<file path="config.mk">
export PLATFORM = sky130hd
export DESIGN_NAME = mempool_tile_resp_router
export DESIGN_NICKNAME = d
export VERILOG_FILES = /design/src/rtl/mempool_tile_resp_router_pkg.sv /design/src/rtl/mempool_tile_resp_router_lane.sv /design/src/rtl/mempool_tile_resp_router.sv
export SDC_FILE = /design/constraint.sdc
export NUM_CORES = 1
export LEC_CHECK = 0
export BUFFER_PORTS_ARGS = -buffer_cell sky130_fd_sc_hd__buf_2
export CAP_MARGIN = 15
export CORE_MARGIN = 3
export CORE_UTILIZATION = 35
export CTS_CLUSTER_SIZE = 10
export DETAILED_ROUTE_END_ITERATION = 10
export SLEW_MARGIN = 20
export SYNTH_ARGS = -nofsm -noshare
export SYNTH_HDL_FRONTEND = slang
export SYNTH_HIERARCHICAL = 1
export SYNTH_SLANG_ARGS = --single-unit
</file>
<file path="constraint.sdc">
create_clock -name clk_i -period 3.1 [get_ports clk_i]
set_clock_uncertainty 0.15 [all_clocks]
set_input_delay 0.155 -clock clk_i [delete_from_list [all_inputs] [get_ports clk_i]]
set_output_delay 0.155 -clock clk_i [all_outputs]
set_load 0.005 [all_outputs]
</file>
<file path="src/rtl/mempool_tile_resp_router_pkg.sv">
// mempool_pkg: tile-level sizes, index types and the default TCDM response payload.
package mempool_pkg;
  function automatic int unsigned idx_width(int unsigned n);
    return (n > 1) ? $clog2(n) : 1;
  endfunction
  localparam int unsigned NumCoresPerTile = 4;
  localparam int unsigned NumRemoteReqPortsPerTile = 4;
  localparam int unsigned MaxRemoteOutstanding = 8;
  typedef logic [idx_width(NumRemoteReqPortsPerTile)-1:0] remote_ports_index_t;
  typedef logic [idx_width(NumCoresPerTile)-1:0] tile_core_id_t;
  typedef struct packed {
    logic [31:0] data;
    logic [3:0]  meta_id;
  } tcdm_slave_resp_t;
endpackage

</file>
<file path="src/rtl/mempool_tile_resp_router_lane.sv">
// mempool_tile_resp_lane: per-core outstanding counter, port selection and registered response stage.
// RESP_PORT_ORDER_EN: deliver in issue order via a per-core target-port FIFO instead of round-robin.
module mempool_tile_resp_lane
  import mempool_pkg::*;
#(
  parameter int unsigned NumPorts = NumRemoteReqPortsPerTile,
  parameter int unsigned MaxOutstanding = MaxRemoteOutstanding,
  parameter type resp_t = tcdm_slave_resp_t
) (
  input  logic                                clk_i,
  input  logic                                rst_ni,
  input  logic                                req_hsk_i,
  input  logic [idx_width(NumPorts)-1:0]      req_tgt_sel_i,
  input  logic [NumPorts-1:0]                 elig_i,
  input  resp_t [NumPorts-1:0]                resp_i,
  output logic [NumPorts-1:0]                 gnt_o,
  output logic                                resp_valid_o,
  input  logic                                resp_ready_i,
  output resp_t                               resp_o,
  output logic                                full_o,
  output logic                                err_o
);
  localparam int unsigned PortW = idx_width(NumPorts);
  localparam int unsigned CntW = idx_width(MaxOutstanding) + 1;
  localparam logic [CntW-1:0] Max = CntW'(MaxOutstanding);
  logic [CntW-1:0] cnt_q, cnt_d;
  logic [PortW-1:0] ptr_q, ptr_d, rr_idx, sel_idx, k;
  logic valid_q, valid_d, full_q, full_d, err_q, err_d;
  logic rr_any, sel_any, take, deliver, full_now;
  resp_t data_q, data_d;
  always_comb begin
    rr_any = 1'b0;
    rr_idx = '0;
    k = '0;
    for (int i = 0; i < NumPorts; i++) begin
      k = PortW'((int'(ptr_q) + i) % NumPorts);
      if (!rr_any && elig_i[k]) begin
        rr_any = 1'b1;
        rr_idx = k;
      end
    end
  end
`ifdef RESP_PORT_ORDER_EN
  logic fifo_empty, fifo_full;
  logic [PortW-1:0] head;
  fifo_v3 #(
    .FALL_THROUGH(1'b0),
    .DATA_WIDTH  (PortW),
    .DEPTH       (MaxOutstanding)
  ) i_order_fifo (
    .clk_i,
    .rst_ni,
    .flush_i   (1'b0),
    .testmode_i(1'b0),
    .full_o    (fifo_full),
    .empty_o   (fifo_empty),
    .usage_o   (),
    .data_i    (req_tgt_sel_i),
    .push_i    (req_hsk_i & ~fifo_full),
    .data_o    (head),
    .pop_i     (take & ~fifo_empty)
  );
  // With nothing outstanding any response is a stray: take it so the error path discards it
  assign sel_any = fifo_empty ? rr_any : elig_i[head];
  assign sel_idx = fifo_empty ? rr_idx : head;
`else
  logic unused_tgt;
  assign unused_tgt = ^req_tgt_sel_i;
  assign sel_any = rr_any;
  assign sel_idx = rr_idx;
`endif
  always_comb begin
    take = sel_any & rst_ni & (~valid_q | resp_ready_i);
    deliver = take & (cnt_q != '0);
    gnt_o = '0;
    gnt_o[sel_idx] = take;
    full_now = cnt_q == Max;
    cnt_d = cnt_q + CntW'(req_hsk_i & (deliver | ~full_now)) - CntW'(deliver);
    ptr_d = take ? ((int'(sel_idx) == NumPorts - 1) ? '0 : sel_idx + 1'b1) : ptr_q;
    valid_d = deliver | (valid_q & ~resp_ready_i);
    data_d = deliver ? resp_i[sel_idx] : data_q;
    full_d = cnt_d == Max;
    err_d = err_q | (take & ~deliver) | (req_hsk_i & full_now);
  end
  always_ff @(posedge clk_i or negedge rst_ni) begin
    if (!rst_ni) begin
      cnt_q <= '0;
      ptr_q <= '0;
      valid_q <= 1'b0;
      data_q <= '0;
      full_q <= 1'b0;
      err_q <= 1'b0;
    end else begin
      cnt_q <= cnt_d;
      ptr_q <= ptr_d;
      valid_q <= valid_d;
      data_q <= data_d;
      full_q <= full_d;
      err_q <= err_d;
    end
  end
  assign resp_valid_o = valid_q;
  assign resp_o = data_q;
  assign full_o = full_q;
  assign err_o = err_q;
endmodule

</file>
<file path="src/rtl/mempool_tile_resp_router.sv">
// mempool_tile_resp_router: routes remote TCDM responses back to their cores through per-core lanes.
// RESP_PORT_ORDER_EN: lanes deliver responses in request issue order instead of round-robin.
module mempool_tile_resp_router
  import mempool_pkg::*;
#(
  parameter int unsigned NumCores = NumCoresPerTile,
  parameter int unsigned NumPorts = NumRemoteReqPortsPerTile,
  parameter int unsigned MaxOutstanding = MaxRemoteOutstanding,
  parameter type resp_t = tcdm_slave_resp_t
) (
  input  logic                                         clk_i,
  input  logic                                         rst_ni,
  input  logic [NumCores-1:0]                          req_hsk_i,
  input  logic [NumCores-1:0][idx_width(NumPorts)-1:0] req_tgt_sel_i,
  input  logic [NumPorts-1:0]                          resp_valid_i,
  output logic [NumPorts-1:0]                          resp_ready_o,
  input  logic [NumPorts-1:0][idx_width(NumCores)-1:0] resp_core_i,
  input  resp_t [NumPorts-1:0]                         resp_i,
  output logic [NumCores-1:0]                          core_resp_valid_o,
  input  logic [NumCores-1:0]                          core_resp_ready_i,
  output resp_t [NumCores-1:0]                         core_resp_o,
  output logic [NumCores-1:0]                          outstanding_full_o,
  output logic                                         err_o
);
  localparam int unsigned CoreW = idx_width(NumCores);
  logic [NumCores-1:0][NumPorts-1:0] elig, gnt;
  logic [NumCores-1:0] lane_err;
  always_comb begin
    for (int c = 0; c < NumCores; c++)
      for (int p = 0; p < NumPorts; p++)
        elig[c][p] = resp_valid_i[p] & (resp_core_i[p] == CoreW'(c));
  end
  always_comb begin
    resp_ready_o = '0;
    for (int c = 0; c < NumCores; c++) resp_ready_o = resp_ready_o | gnt[c];
  end
  for (genvar c = 0; c < NumCores; c++) begin : g_lane
    mempool_tile_resp_lane #(
      .NumPorts      (NumPorts),
      .MaxOutstanding(MaxOutstanding),
      .resp_t        (resp_t)
    ) i_lane (
      .clk_i,
      .rst_ni,
      .req_hsk_i    (req_hsk_i[c]),
      .req_tgt_sel_i(req_tgt_sel_i[c]),
      .elig_i       (elig[c]),
      .resp_i       (resp_i),
      .gnt_o        (gnt[c]),
      .resp_valid_o (core_resp_valid_o[c]),
      .resp_ready_i (core_resp_ready_i[c]),
      .resp_o       (core_resp_o[c]),
      .full_o       (outstanding_full_o[c]),
      .err_o        (lane_err[c])
    );
  end
  assign err_o = |lane_err;
endmodule

</file>
==> results_dict.tcl <==
set metrics [dict create \
    status "finished, final reports clean" \
    via_count 11346 \
    syn-num-nets 1297 \
    stdcell_area_um2 17730 \
    yosys_warnings 6 \
    synthSimpleGateAreaFrac_pct 10.65 \
    yosysTopAreaCellShare_pct 35.79 \
    drt-initial-drc-count 426 \
    clockBufferDepth 2 \
    initial_core_util_pct 35.99 \
    die_x_um 195.6 \
    r2r_slack_ns 0.17 \
    worstMarginPinSlew_ns 0.9030 \
    routed-wl-met2_um 21850 \
    pwr_density_cell_nw_per_um2 666.0 \
    final_max_slew_viol_count 0 \
    ioPinCount 331 \
    timing_hold_violations_final 0 \
    clkLatencyLatePin_ns 0.45 \
    synthXorXnorAreaFrac_pct 0.5567 \
    setup_tns_ns 0 \
    p_leak_nw 8.987 \
    period_minus_slack_ns 2.926 \
    synth_ff_type "dfrtp_1" \
    syn_inst 1083 \
    path_clk_slew_ns 0.07 \
    grt_max_degree 73 \
    fmax_mhz 341.7 \
    synth-compound-area-share_pct 19.39 \
    stdcell_count 2118 \
    viasPerCell 5.357 \
    routedLengthMet1_um 19670 \
    place_congestion 0.8160 \
    highest_layer "met4" \
    drc_errors 0 \
    drt-total-wl_um 45390 \
    hp-class "input port to async pin" \
    coreArea_um2 34970 \
    met3WireLength_um 2378 \
    dp_cells 1824 \
    cp.arrival_ns 3.11 \
    path_max_fanout 37 \
    cts_tree "done" \
    wl_per_cell_um 21.43 \
    cts_num_sinks 180 \
    startpoint_type "flop" \
    rsz0062_at_grt "false" \
    finalSetupViolCount 0 \
    synth.distinct_cells 52 \
    gr-total-overflow 0 \
    io_buffers 322 \
    grt_pass1_vias 12340 \
    cts_inserted_buffers 17 \
    syn_avg_cell_area_um2 11.62 \
    synth.most_common_cell "mux2i_1" \
    die_h_um 195.6 \
    synth_common_cells "mux2i_1 (288), dfrtp_1 (180), nand2_1 (169)" \
    crit_type "flop to flop" \
    crit_required_ns 3.28 \
    root_buffer "clkbuf_16" \
    syn_area_um2 12590 \
    synth-adder-area-share_pct 4.215 \
    drive_gt1_share_pct 32.97 \
    die-area_um2 38270 \
    synth_top_family_by_area "multiplexers" \
    yosys-top-cells-area "dfrtp_1 (36%), mux2i_1 (23%), o221ai_2 (15%), nand2_1 (5.0%), ha_1 (3.6%)" \
    placed_cell_area_um2 14540 \
    async_reset_ff_share_pct 100.0 \
    ant_nets 0 \
    cts_setup_buffers 0 \
    muxShareOfSynthArea_pct 22.90 \
    maxSlewHeadroom_pct 39.60 \
    grt_pass1_wl_um 70480 \
    ys_seq_area_share_pct 35.79 \
    antenna_found_initial 0 \
    yosys.area.top_type "dfrtp_1" \
    num_rows 68 \
    hpwl_um 28830 \
    synth_edf_count 0 \
    setup.worst_path.end_class "flop" \
    drtPass1Iterations 5 \
    cap_violations 0 \
    h-tree-depth 4 \
    final_nets 1864 \
    syn_to_final_growth_pct 40.91 \
    ys_seq_elements 180 \
    fin_crit_sh_pct 94.39 \
    grt_use_total_pct 23.45 \
    ir_drop_mv 0.3910 \
]
registers in the layout, summed over array words and instances (netlist names):
signal                      count
g_lane.i_lane/ptr_q             8
g_lane.i_lane/resp_o          144
g_lane.i_lane/err_o             4
g_lane.i_lane/resp_valid_o      4
g_lane.i_lane/full_o            4
g_lane.i_lane/cnt_q            16
path summary, 6_finish.rpt:
path	cells after the start	from	endpoint
max in group asynchronous	4	rst_ni	g_lane[3].i_lane/resp_o[34]
min in group clk_i	1	g_lane[3].i_lane/err_o	g_lane[3].i_lane/err_o
hold reg to reg	1	g_lane[3].i_lane/err_o	g_lane[3].i_lane/err_o
hold / removal	3	rst_ni	g_lane[2].i_lane/ptr_q[0]
setup reg to reg	8	g_lane[0].i_lane/ptr_q[1]	g_lane[0].i_lane/resp_o[21]
setup / recovery	8	g_lane[0].i_lane/ptr_q[1]	g_lane[0].i_lane/resp_o[21]
cells by family after synthesis:
kind of cell,Yosys count
DFF,180
AOI/OAI and AO/OA,192
xor gates and xnor gates,8
adders and majority gates,40
buffers and inverters,108
muxes,288
and+or+nand+nor,267
through the flow:
step | hold WS, ns | worst slack (ns) | util (%) | total power (W)
2_1_floorplan | -0.2906 | 0.4125 | - | 0.007057
3_3_place_gp | -0.1077 | 0.2893 | 41.57 | 0.008902
3_5_place_dp | -0.1047 | 0.2615 | 41.57 | 0.008992
4_1_cts | 0.1127 | 0.2096 | 50.70 | 0.01187
5_1_grt | 0.1532 | 0.003886 | 50.71 | 0.01265
6_report | 0.1504 | 0.1738 | 50.72 | 0.01181
routing by layer:
layer	global-route usage, %	up-vias
met5	0	-
met4	10.06	0
met3	5.349	100
met2	39.31	355
met1	28.98	5667
li1	-	5224
report_power, final:
group	total (W)	internal, W	switching [W]
combinational	0.00557	0.00281	0.00276
clock	0.00220	0.00118	0.00103
sequential	0.00403	0.00339	0.000647
area by class of cell:
cell class | instances | area, um2
fill | 3137 | 17230
multi-input combinational | 795 | 7305
timing repair buffer | 621 | 4637
sequential | 180 | 4504
tap | 455 | 569.3
clock buffer | 21 | 470.5
inverter | 35 | 148.9
clock inverter | 10 | 97.59
antenna | 1 | 2.502
timing repair:
item,in CTS,in global routing
gates resized for setup,0,1
hold buffers,262,0
hold endpoints to repair,221,0
setup endpoints to repair,0,1
layout by cell type, fill, tap and decap left out, types with 9 or more instances in the layout:
cell and n:
nor2_1 13, nor2b_1 13, inv_1 28, mux2i_1 288, dfrtp_1 180, nand2_1 166
ha_1 36, buf_2 321, o221ai_1 18, o221ai_2 126, dlygate4sd3_1 262, clkbuf_16 17
buf_12 9, buf_4 27, and2_1 16
critical path, stage by stage, from the launching register on:
cell and delay [ns]:
dfrtp_1 0.43, o21ai_0 0.11, a221oi_1 0.24, nor2_1 0.16, inv_4 0.10, buf_4 0.54
mux2i_1 0.30, o221ai_2 0.12, dlygate4sd3_1 0.58
(Power assumes the default switching activity.)
